## src/rtl/wrr_arbiter_pkg.sv

```systemverilog
// wrr_arbiter_pkg: shared helpers for the weighted round-robin arbiter
package wrr_arbiter_pkg;
  function automatic int idw_of(input int n);
    return (n > 2) ? $clog2(n) : 1;
  endfunction
  function automatic int eff_weight(input logic [31:0] w);
    return (w == 0) ? 1 : int'(w);
  endfunction
  function automatic int onehot_to_bin(input logic [31:0] oh);
    int r;
    r = 0;
    for (int i = 0; i < 32; i++) if (oh[i]) r = i;
    return r;
  endfunction
endpackage

```

## src/rtl/wrr_arbiter_pick.sv

```systemverilog
// rr_pick: masked find-first, falling back to the lowest requester when the mask window is empty
module rr_pick import wrr_arbiter_pkg::*; #(
  parameter int NREQ = 4,
  localparam int IDW = idw_of(NREQ)
) (
  input  logic [NREQ-1:0] request,
  input  logic [NREQ-1:0] mask,
  output logic [NREQ-1:0] pick,
  output logic [IDW-1:0]  pick_id,
  output logic            any
);
  logic [NREQ-1:0] src;
  always_comb begin
    src = |(request & mask) ? (request & mask) : request;
    pick = src & (~src + NREQ'(1));
    pick_id = IDW'(onehot_to_bin(32'(pick)));
    any = |request;
  end
endmodule

```

## src/rtl/wrr_arbiter.sv

```systemverilog
// wrr_arbiter: weighted round-robin arbiter with valid/ready grant, burst credits and packet lock
module wrr_arbiter import wrr_arbiter_pkg::*; #(
  parameter int NREQ = 4,
  parameter int WEIGHT_W = 4,
  localparam int IDW = idw_of(NREQ)
) (
  input  logic                     clock,
  input  logic                     reset,
  input  logic [NREQ-1:0]          request,
  input  logic [NREQ*WEIGHT_W-1:0] weight,
  input  logic                     lock,
  input  logic                     ready,
  output logic [NREQ-1:0]          grant,
  output logic [IDW-1:0]           grant_id,
  output logic                     grant_valid
);
  logic                active, active_n, locked, locked_n;
  logic [IDW-1:0]      owner, owner_n;
  logic [WEIGHT_W-1:0] credit, credit_n, pick_w;
  logic [NREQ-1:0]     mask, mask_n, pick;
  logic [IDW-1:0]      pick_id;
  logic                any, hold, gv, xfer;

  function automatic logic [NREQ-1:0] above(input logic [IDW-1:0] i);
    return {NREQ{1'b1}} << (int'(i) + 1);
  endfunction

  rr_pick #(.NREQ(NREQ)) u_pick (
    .request(request),
    .mask(mask),
    .pick(pick),
    .pick_id(pick_id),
    .any(any)
  );

  always_comb begin
    hold = active & (request[owner] | locked);
    gv = hold ? request[owner] : any;
    xfer = gv & ready;
    pick_w = WEIGHT_W'(eff_weight(32'(weight[pick_id*WEIGHT_W +: WEIGHT_W])));
    active_n = active;
    owner_n = owner;
    credit_n = credit;
    mask_n = mask;
    locked_n = locked;
    if (hold) begin
      if (xfer) begin
        credit_n = (credit == '0) ? '0 : credit - WEIGHT_W'(1);
        locked_n = lock;
        if (credit <= WEIGHT_W'(1) && !lock) begin
          active_n = 1'b0;
          mask_n = above(owner);
        end
      end
    end else if (any) begin
      owner_n = pick_id;
      if (active) mask_n = above(owner);
      if (xfer) begin
        credit_n = pick_w - WEIGHT_W'(1);
        locked_n = lock;
        active_n = (pick_w != WEIGHT_W'(1)) || lock;
        if (pick_w == WEIGHT_W'(1) && !lock) mask_n = above(pick_id);
      end else begin
        credit_n = pick_w;
        active_n = 1'b1;
        locked_n = 1'b0;
      end
    end else if (active) begin
      active_n = 1'b0;
      mask_n = above(owner);
    end
    // reset gates the combinational grant so outputs drop without waiting for an edge
    grant_valid = reset & gv;
    grant = !grant_valid ? '0 : hold ? NREQ'(1) << owner : pick;
    grant_id = !grant_valid ? '0 : hold ? owner : pick_id;
  end

  always_ff @(posedge clock or negedge reset) begin
    if (!reset) begin
      active <= 1'b0;
      owner <= '0;
      credit <= '0;
      mask <= '0;
      locked <= 1'b0;
    end else begin
      active <= active_n;
      owner <= owner_n;
      credit <= credit_n;
      mask <= mask_n;
      locked <= locked_n;
    end
  end
endmodule

```

## config.mk

```make
export PLATFORM = sky130hd
export DESIGN_NAME = wrr_arbiter
export DESIGN_NICKNAME = d
export VERILOG_FILES = /design/src/rtl/wrr_arbiter_pkg.sv /design/src/rtl/wrr_arbiter_pick.sv /design/src/rtl/wrr_arbiter.sv
export SDC_FILE = /design/constraint.sdc
export NUM_CORES = 1
export LEC_CHECK = 0
export ABC_AREA = 1
export CAP_MARGIN = 15
export CORE_AREA = 2 2 80 44
export CTS_BUF_LIST = sky130_fd_sc_hd__clkbuf_8
export DETAILED_ROUTE_END_ITERATION = 12
export DIE_AREA = 0 0 82 46
export HOLD_SLACK_MARGIN = 0.02
export PLACE_DENSITY_LB_ADDON = 0.05
export SETUP_SLACK_MARGIN = 0.02
export SYNTH_ARGS = -nofsm -noshare
export SYNTH_HDL_FRONTEND = slang
export SYNTH_HIERARCHICAL = 1
export SYNTH_SLANG_ARGS = --single-unit
export TNS_END_PERCENT = 10
```

## constraint.sdc

```tcl
create_clock -name clock -period 3.5 [get_ports clock]
set_clock_uncertainty 0.2 [all_clocks]
set_input_delay 0.525 -clock clock [delete_from_list [all_inputs] [get_ports clock]]
set_output_delay 0.525 -clock clock [all_outputs]
set_load 0.01 [all_outputs]
```

# After elaboration in Yosys (flattened, before gate mapping)
# Cells that the tools add are included.
# word_totals
regBits	12
latch_bits	0
mem_bits_rw	0
mem_bits_ro	0
in_bits	24
out_inout_bits	7
elab_cells	73
mem_count	0
# op_classes
add_sub_neg	5
multipliers	0
div	0
n_lt_le_gt_ge	2
n_eq_ne	4
shift	4
muxes	33
bitwise	8
n_reduce_logical	12
# ops
operator	n
$mux 4	16
$shiftx 16x5->4	1
$mux 1	12
$and 4x4->4	2
$logic_not 4->1	2
$mux 2	4
$reduce_or 4->1	2
$shl 4x3->4 const A	2
$sub 4x1->4 const B	2
$add 2x1->3 const B	2
$reduce_and 2->1	3
$add 4x1->4 const B	1
$eq 4x1->1 const B	1
$le 4x1->1 const B	1
$ne 2x1->1 const B	2
$ne 4x1->1 const B	1
$not 4->4	1
$shl 1x2->4 const A	1
$and 1x1->1	3
$lt 2x3->1 const B	1
$bmux 1 s2	1
$logic_and 1x1->1	2
$reduce_bool 2->1	1
$logic_not 1->1	1
other kinds (3)	3

# Longest topological paths before layout
# depth
ltp_word	18
mapped_depth	26
depth_no_buf	25

# Modules after synthesis
# Netlist, hierarchy kept.
# modules_own_cells
module	n_inst	cells_each	area_each_um2	seq_area_each_um2
wrr_arbiter	1	192	1138.6	300.3
rr_pick	1	29	141.4	0.0

# Worst setup path before layout
# OpenSTA, ideal clock, no wires.
# synth_path
path_kind	input-to-reg
start	input request[1]
end	register mask[2]
setup_time_ns	0.117
arrival_ns	2.486
required_ns	3.183
slack_ns	0.696
stages	24
n_path_buf	1
cell_sequence	nand2_1 nand2_2 nor2_4 nand2_1 nand2_2 nor2_1 nand2_1 nand2_1 buf_4 nand2_1 nor2_1 a21oi_1 nand2_1 inv_1 nand2_1 nand2_1 ha_1 inv_1 nor2_1 nand2_1 nor2_4 nand3_1 nand3_1 nand2_1
# synth_between
elab_chain_len	18
word_cells_on_any_way	30
classes_between	2 x add/sub; 3 x eq/ne; 2 x shift; 12 x mux; 6 x bitwise; 5 x reduce/logical
# synth_rtl
item	line	text
start, declared	wrr_arbiter.sv:9	input logic [NREQ-1:0] request,
$and 4x4->4	wrr_arbiter_pick.sv:14	src = |(request & mask) ? (request & mask) : request;
$reduce_or 4->1	wrr_arbiter_pick.sv:14	
$mux 4 (*)	wrr_arbiter_pick.sv:14	
$not 4->4	wrr_arbiter_pick.sv:15	pick = src & (~src + NREQ'(1));
$add 4x1->4	wrr_arbiter_pick.sv:15	
$and 4x4->4 (*)	wrr_arbiter_pick.sv:15	
$mux 1	wrr_arbiter_pkg.sv:12	for (int i = 0; i < 32; i++) if (oh[i]) r = i;
$mux 2	wrr_arbiter_pkg.sv:12	
(+1 left out)	--	
net pick_id[0]	wrr_arbiter.sv:21	logic [IDW-1:0] pick_id;
(+1 left out)	--	
$logic_not 4->1	wrr_arbiter_pkg.sv:7	return (w == 0) ? 1 : int'(w);
$mux 4	wrr_arbiter_pkg.sv:7	
$eq 4x1->1	wrr_arbiter.sv:62	if (pick_w == WEIGHT_W'(1) && !lock) mask_n = above(pick_id);
$logic_and 1x1->1	wrr_arbiter.sv:62	
$mux 4 (*)	wrr_arbiter.sv:62	
$mux 4 (*)	wrr_arbiter.sv:58	if (xfer) begin
$mux 4 (*)	wrr_arbiter.sv:55	end else if (any) begin
$mux 4 (*)	wrr_arbiter.sv:46	if (hold) begin
end signal, assigned	wrr_arbiter.sv:89	mask <= mask_n;
end, declared	wrr_arbiter.sv:20	logic [NREQ-1:0] mask, mask_n, pick;
# Mark *: on every way through the listed nets, which the timed path passes. The rest lies on a longest branch. The select of a mux whose other input is x is not followed.
# A chain may end at the register's enable or synchronous reset.

# Worst setup path after layout
# layout_path
start	input request[1]
end	output grant_id[0]
# layout_between
word_cells_on_any_way	18
classes_between	1 x add/sub; 9 x mux; 6 x bitwise; 2 x reduce/logical
# layout_rtl
item	line	text
$reduce_or 4->1	wrr_arbiter_pick.sv:17	any = |request;
net any	wrr_arbiter.sv:22	logic any, hold, gv, xfer;
$mux 1	wrr_arbiter.sv:38	gv = hold ? request[owner] : any;
$and 1x1->1	wrr_arbiter.sv:73	grant_valid = reset & gv;
$mux 2	wrr_arbiter.sv:75	grant_id = !grant_valid ? '0 : hold ? owner : pick_id;
end, declared	wrr_arbiter.sv:14	output logic [IDW-1:0] grant_id,
# The timed path passes the listed nets, and every way through them passes these cells. The select of a mux whose other input is x is not followed.

==> impl_metrics.py <==
metrics = {
    "status": {
        "result_of_the_run": "finished clean",
    },
    "cells_and_area": {
        "final_core_utilization_pct": 58.8,
        "final_nets": 302,
        "syn2layout_area_growth_pct": 44.9,
        "final_layout_size_suffix_gt1_share_pct": 20.8,
        "final_design_area_no_fill_um2": 1850,
        "diodes": 0,
    },
    "yosys": {
        "number_of_warning_messages_in_the_yosys_log": 6,
        "ys_seq_elements": 12,
        "synth_top_flop_cell": "sky130_fd_sc_hd__dfrtp_1",
        "area_of_the_mapped_netlist_um2": 1280,
        "post_synthesis_cell_count": 221,
        "synth-edff-count": 0,
        "main_area_contributors_after_synthesis": "sky130_fd_sc_hd__dfrtp_1 23%, sky130_fd_sc_hd__nand2_1 22%, sky130_fd_sc_hd__nand3_1 9.0%, sky130_fd_sc_hd__inv_1 7.9%, sky130_fd_sc_hd__o21ai_0 5.5%",
        "library_cell_occupying_the_most_area_in_the_post_synthesis_netlist": "sky130_fd_sc_hd__dfrtp_1",
        "synthesis.area_per_instance_um2": 5.79,
        "async_reset_ff_share_pct": 100,
        "post_synth_num_cell_types": 28,
        "yosysSeqAreaShare_pct": 23.5,
        "yosys.area.top_type_share_pct": 23.5,
        "synth.net_count": 247,
    },
    "power": {
        "seq_pwr_share_pct": 18.2,
        "ir_drop_mv": 0.370,
        "leakage_uw": 0.000978,
        "clockPowerShare_pct": 7.8,
        "net-switching-power_uw": 825,
        "power_frac_comb_pct": 74.0,
        "netSwitchingFraction_pct": 51.6,
        "internal_power_uw": 774,
        "cellPowerDensity_nw_per_um2": 862,
    },
    "worst_setup_path": {
        "worstSetupPathType": "in -> out",
        "cp_data_required_time_ns": 2.77,
        "critical_path.cell_chain": "clkdlybuf4s50_1 > buf_4 > or4_1 > inv_1 > o211ai_2 > nand2_2 > a21oi_1 > clkdlybuf4s50_1",
        "worstSetupEndpointType": "output pin",
        "crit_slowest_cell": "sky130_fd_sc_hd__or4_1",
        "worst-path-stages": 8,
        "ff2ff_path_depth": 22,
        "cp.buffers_inverters": 4,
        "worst-endpoint-arrival_ns": 2.62,
        "timing.critical_path.fanout_max": 7,
        "critical_path.startpoint_type": "input port",
        "critical-path-max-stage-delay_ns": 0.54,
        "critPathMostFrequentCell": "sky130_fd_sc_hd__clkdlybuf4s50_1",
        "crit_family": "buffers and inverters",
    },
    "grt": {
        "grt_max_degree": 14,
        "top_usage_layer": "met1",
        "globalRouteOverflowTotal": 0,
        "number_of_antenna_violations_at_the_first_check_in_global_routing": 0,
        "grt_pass1_wl_um": 5870,
        "grtUsageMet1_pct": 38.3,
        "grt_pass1_vias": 1196,
        "grt_use_met3_pct": 2.38,
        "grt.met2_usage_pct": 22.3,
        "grt_util_all_layers_pct": 20.9,
    },
    "hold_path": {
        "holdPathStages": 2,
        "kind_of_path_behind_the_tightest_hold_check": "reg -> reg",
    },
    "floorplan": {
        "top_level_ports": 31,
        "die_width_um": 82,
        "coreArea_um2": 3150,
        "die_h_um": 46,
        "starting_density_of_the_core_pct": 40.6,
        "dieArea_um2": 3770,
        "rows": 15,
    },
    "clock_network": {
        "numCtsBuffers": 3,
        "max-clock-path-buffers": 2,
        "post_cts_hold_buffer_count": 0,
        "tritoncts_num_sinks": 12,
        "clock_tree.root_cell": "sky130_fd_sc_hd__clkbuf_8",
        "clkSlewWorstSetupHoldPaths_ns": 0.05,
        "cts_htree_levels": 1,
        "clk-insertion-delay-late_ns": 0.24,
        "postCtsSetupBuffers": 0,
        "tritoncts_clock_tree": "built",
    },
    "timing": {
        "finalHoldViolCount": 0,
        "timing_worst_slew_pin_value_ns": 0.302,
        "layout_min_cycle_time_ns": 3.35,
        "final-setup-viol-count": 0,
        "relative_max_transition_margin_pct": 79.9,
        "grt_setup_unrepaired": "no",
        "holdWs_ns": 0.279,
        "fmaxAchievable_mhz": 299,
        "final_max_slew_viol_count": 0,
        "final_min_period_over_clock_period_pct": 95.6,
        "fin_setup_tns_ns": 0,
    },
    "drt": {
        "vias_per_cell": 4.78,
        "post-route-drc-count": 0,
        "postRouteWirelength_um": 3670,
        "detailroute.via_count": 1509,
        "first_iter_violations": 154,
        "detail_route.first_pass.iterations": 5,
        "avgRoutedWirePerCell_um": 11.6,
        "final_antenna_net_count": 0,
    },
    "place": {
        "place_area_um2": 1790,
        "globalplace.congestion": 0.898,
        "detailedPlacementHpwl_um": 3050,
        "buffer_ports.inserted": 30,
    },
    "job": {
        "cap_violations": 0,
    },
}
==> tightest hold or removal path, delay by kind of cell (launching register included) <==
family	cells	cell delay [ns]
flops	1	0.34
simple gates	2	0.10
==> state kept, by name (all words and copies together), names as in the netlist <==
name,count
credit,4
mask,4
owner,2
active,1
locked,1
==> per-layer routing <==
layer	routed length [µm]	up-vias
met1	2180	628
met5	0	-
li1	-	814
met4	28	0
met3	271	4
met2	1190	63
==> timing repair <==
item                       CTS  global route
pin swaps                    0             2
setup endpoints to repair    1            12
gates resized for setup      2             6
==> cells by family (layout without fill, tap and decap cells) <==
group                      count (synthesis)  after routing  synth area share [%]
xor gates and xnor gates                   1              1                 0.684
DFF                                       12             12                  23.5
and+or+nand+nor                          134            134                  47.0
buffers and inverters                     39             92                  12.1
AOI/OAI and AO/OA                         33             33                  14.8
adders and majority gates                  2              2                  1.95
==> final timing paths <==
check / to / startpoint / slack, ns
worst max-delay path: grant_id[0] / request[1] / 0.15
worst min-delay path: credit[3]$_DFFE_PN0P_ / credit[3]$_DFFE_PN0P_ / 0.28
worst max register to register: mask[1]$_DFFE_PN0P_ / mask[1]$_DFFE_PN0P_ / 0.63
worst min register to register: credit[3]$_DFFE_PN0P_ / credit[3]$_DFFE_PN0P_ / 0.28
max in group asynchronous: locked$_DFFE_PN0P_ / reset / 2.48
min in group asynchronous: owner[1]$_DFFE_PN0P_ / reset / 0.46
==> through the flow <==
step	total power [µW]	cells	setup slack, ns
after floorplan	1040	221	0.696
after global placement	1450	313	-0.0723
after detailed placement	1440	313	-0.0882
after CTS	1570	316	0.0791
after global routing	1770	316	0.0201
final	1600	316	0.153
==> power groups by stage <==
stage	Combinational [µW]	Clock [µW]	Sequential, µW
finish	1180	125	291
global route	1340	130	301
CTS	1160	125	286
detailed placement	1150	0	288
global placement	1160	0	290
floorplan	777	0	260
==> cells in the mapped netlist, types with 2 or more instances <==
cell	number
sky130_fd_sc_hd__a21boi_1	2
sky130_fd_sc_hd__a21oi_1	9
sky130_fd_sc_hd__buf_2	2
sky130_fd_sc_hd__dfrtp_1	12
sky130_fd_sc_hd__ha_1	2
sky130_fd_sc_hd__inv_1	27
sky130_fd_sc_hd__inv_2	8
sky130_fd_sc_hd__nand2_1	75
sky130_fd_sc_hd__nand2_2	8
sky130_fd_sc_hd__nand3_1	23
sky130_fd_sc_hd__nand3_2	3
sky130_fd_sc_hd__nor2_1	17
sky130_fd_sc_hd__nor2_2	2
sky130_fd_sc_hd__nor2_4	2
sky130_fd_sc_hd__o21ai_0	14
sky130_fd_sc_hd__o21ai_1	3
==> final cells by class <==
cell class              count  area, µm²
fillers                   319       1300
multi-input cells         170        851
repair buffers             53        472
flip-flops and latches     12        300
inverters                  36        138
well taps                  42       52.6
clock buffers               3       41.3
==> cells in the final DEF, fill, tap and decap left out, types with 3 or more instances in the layout <==
cell type,count
sky130_fd_sc_hd__nand2_1,72
sky130_fd_sc_hd__clkdlybuf4s50_1,29
sky130_fd_sc_hd__inv_1,27
sky130_fd_sc_hd__nand3_1,23
sky130_fd_sc_hd__buf_4,23
sky130_fd_sc_hd__nor2_1,16
sky130_fd_sc_hd__o21ai_0,14
sky130_fd_sc_hd__dfrtp_1,12
sky130_fd_sc_hd__nand2_2,10
sky130_fd_sc_hd__a21oi_1,9
sky130_fd_sc_hd__inv_2,8
sky130_fd_sc_hd__nor2_2,3
sky130_fd_sc_hd__nand3_2,3
sky130_fd_sc_hd__clkbuf_8,3
Power figures use the tool's default switching activity.
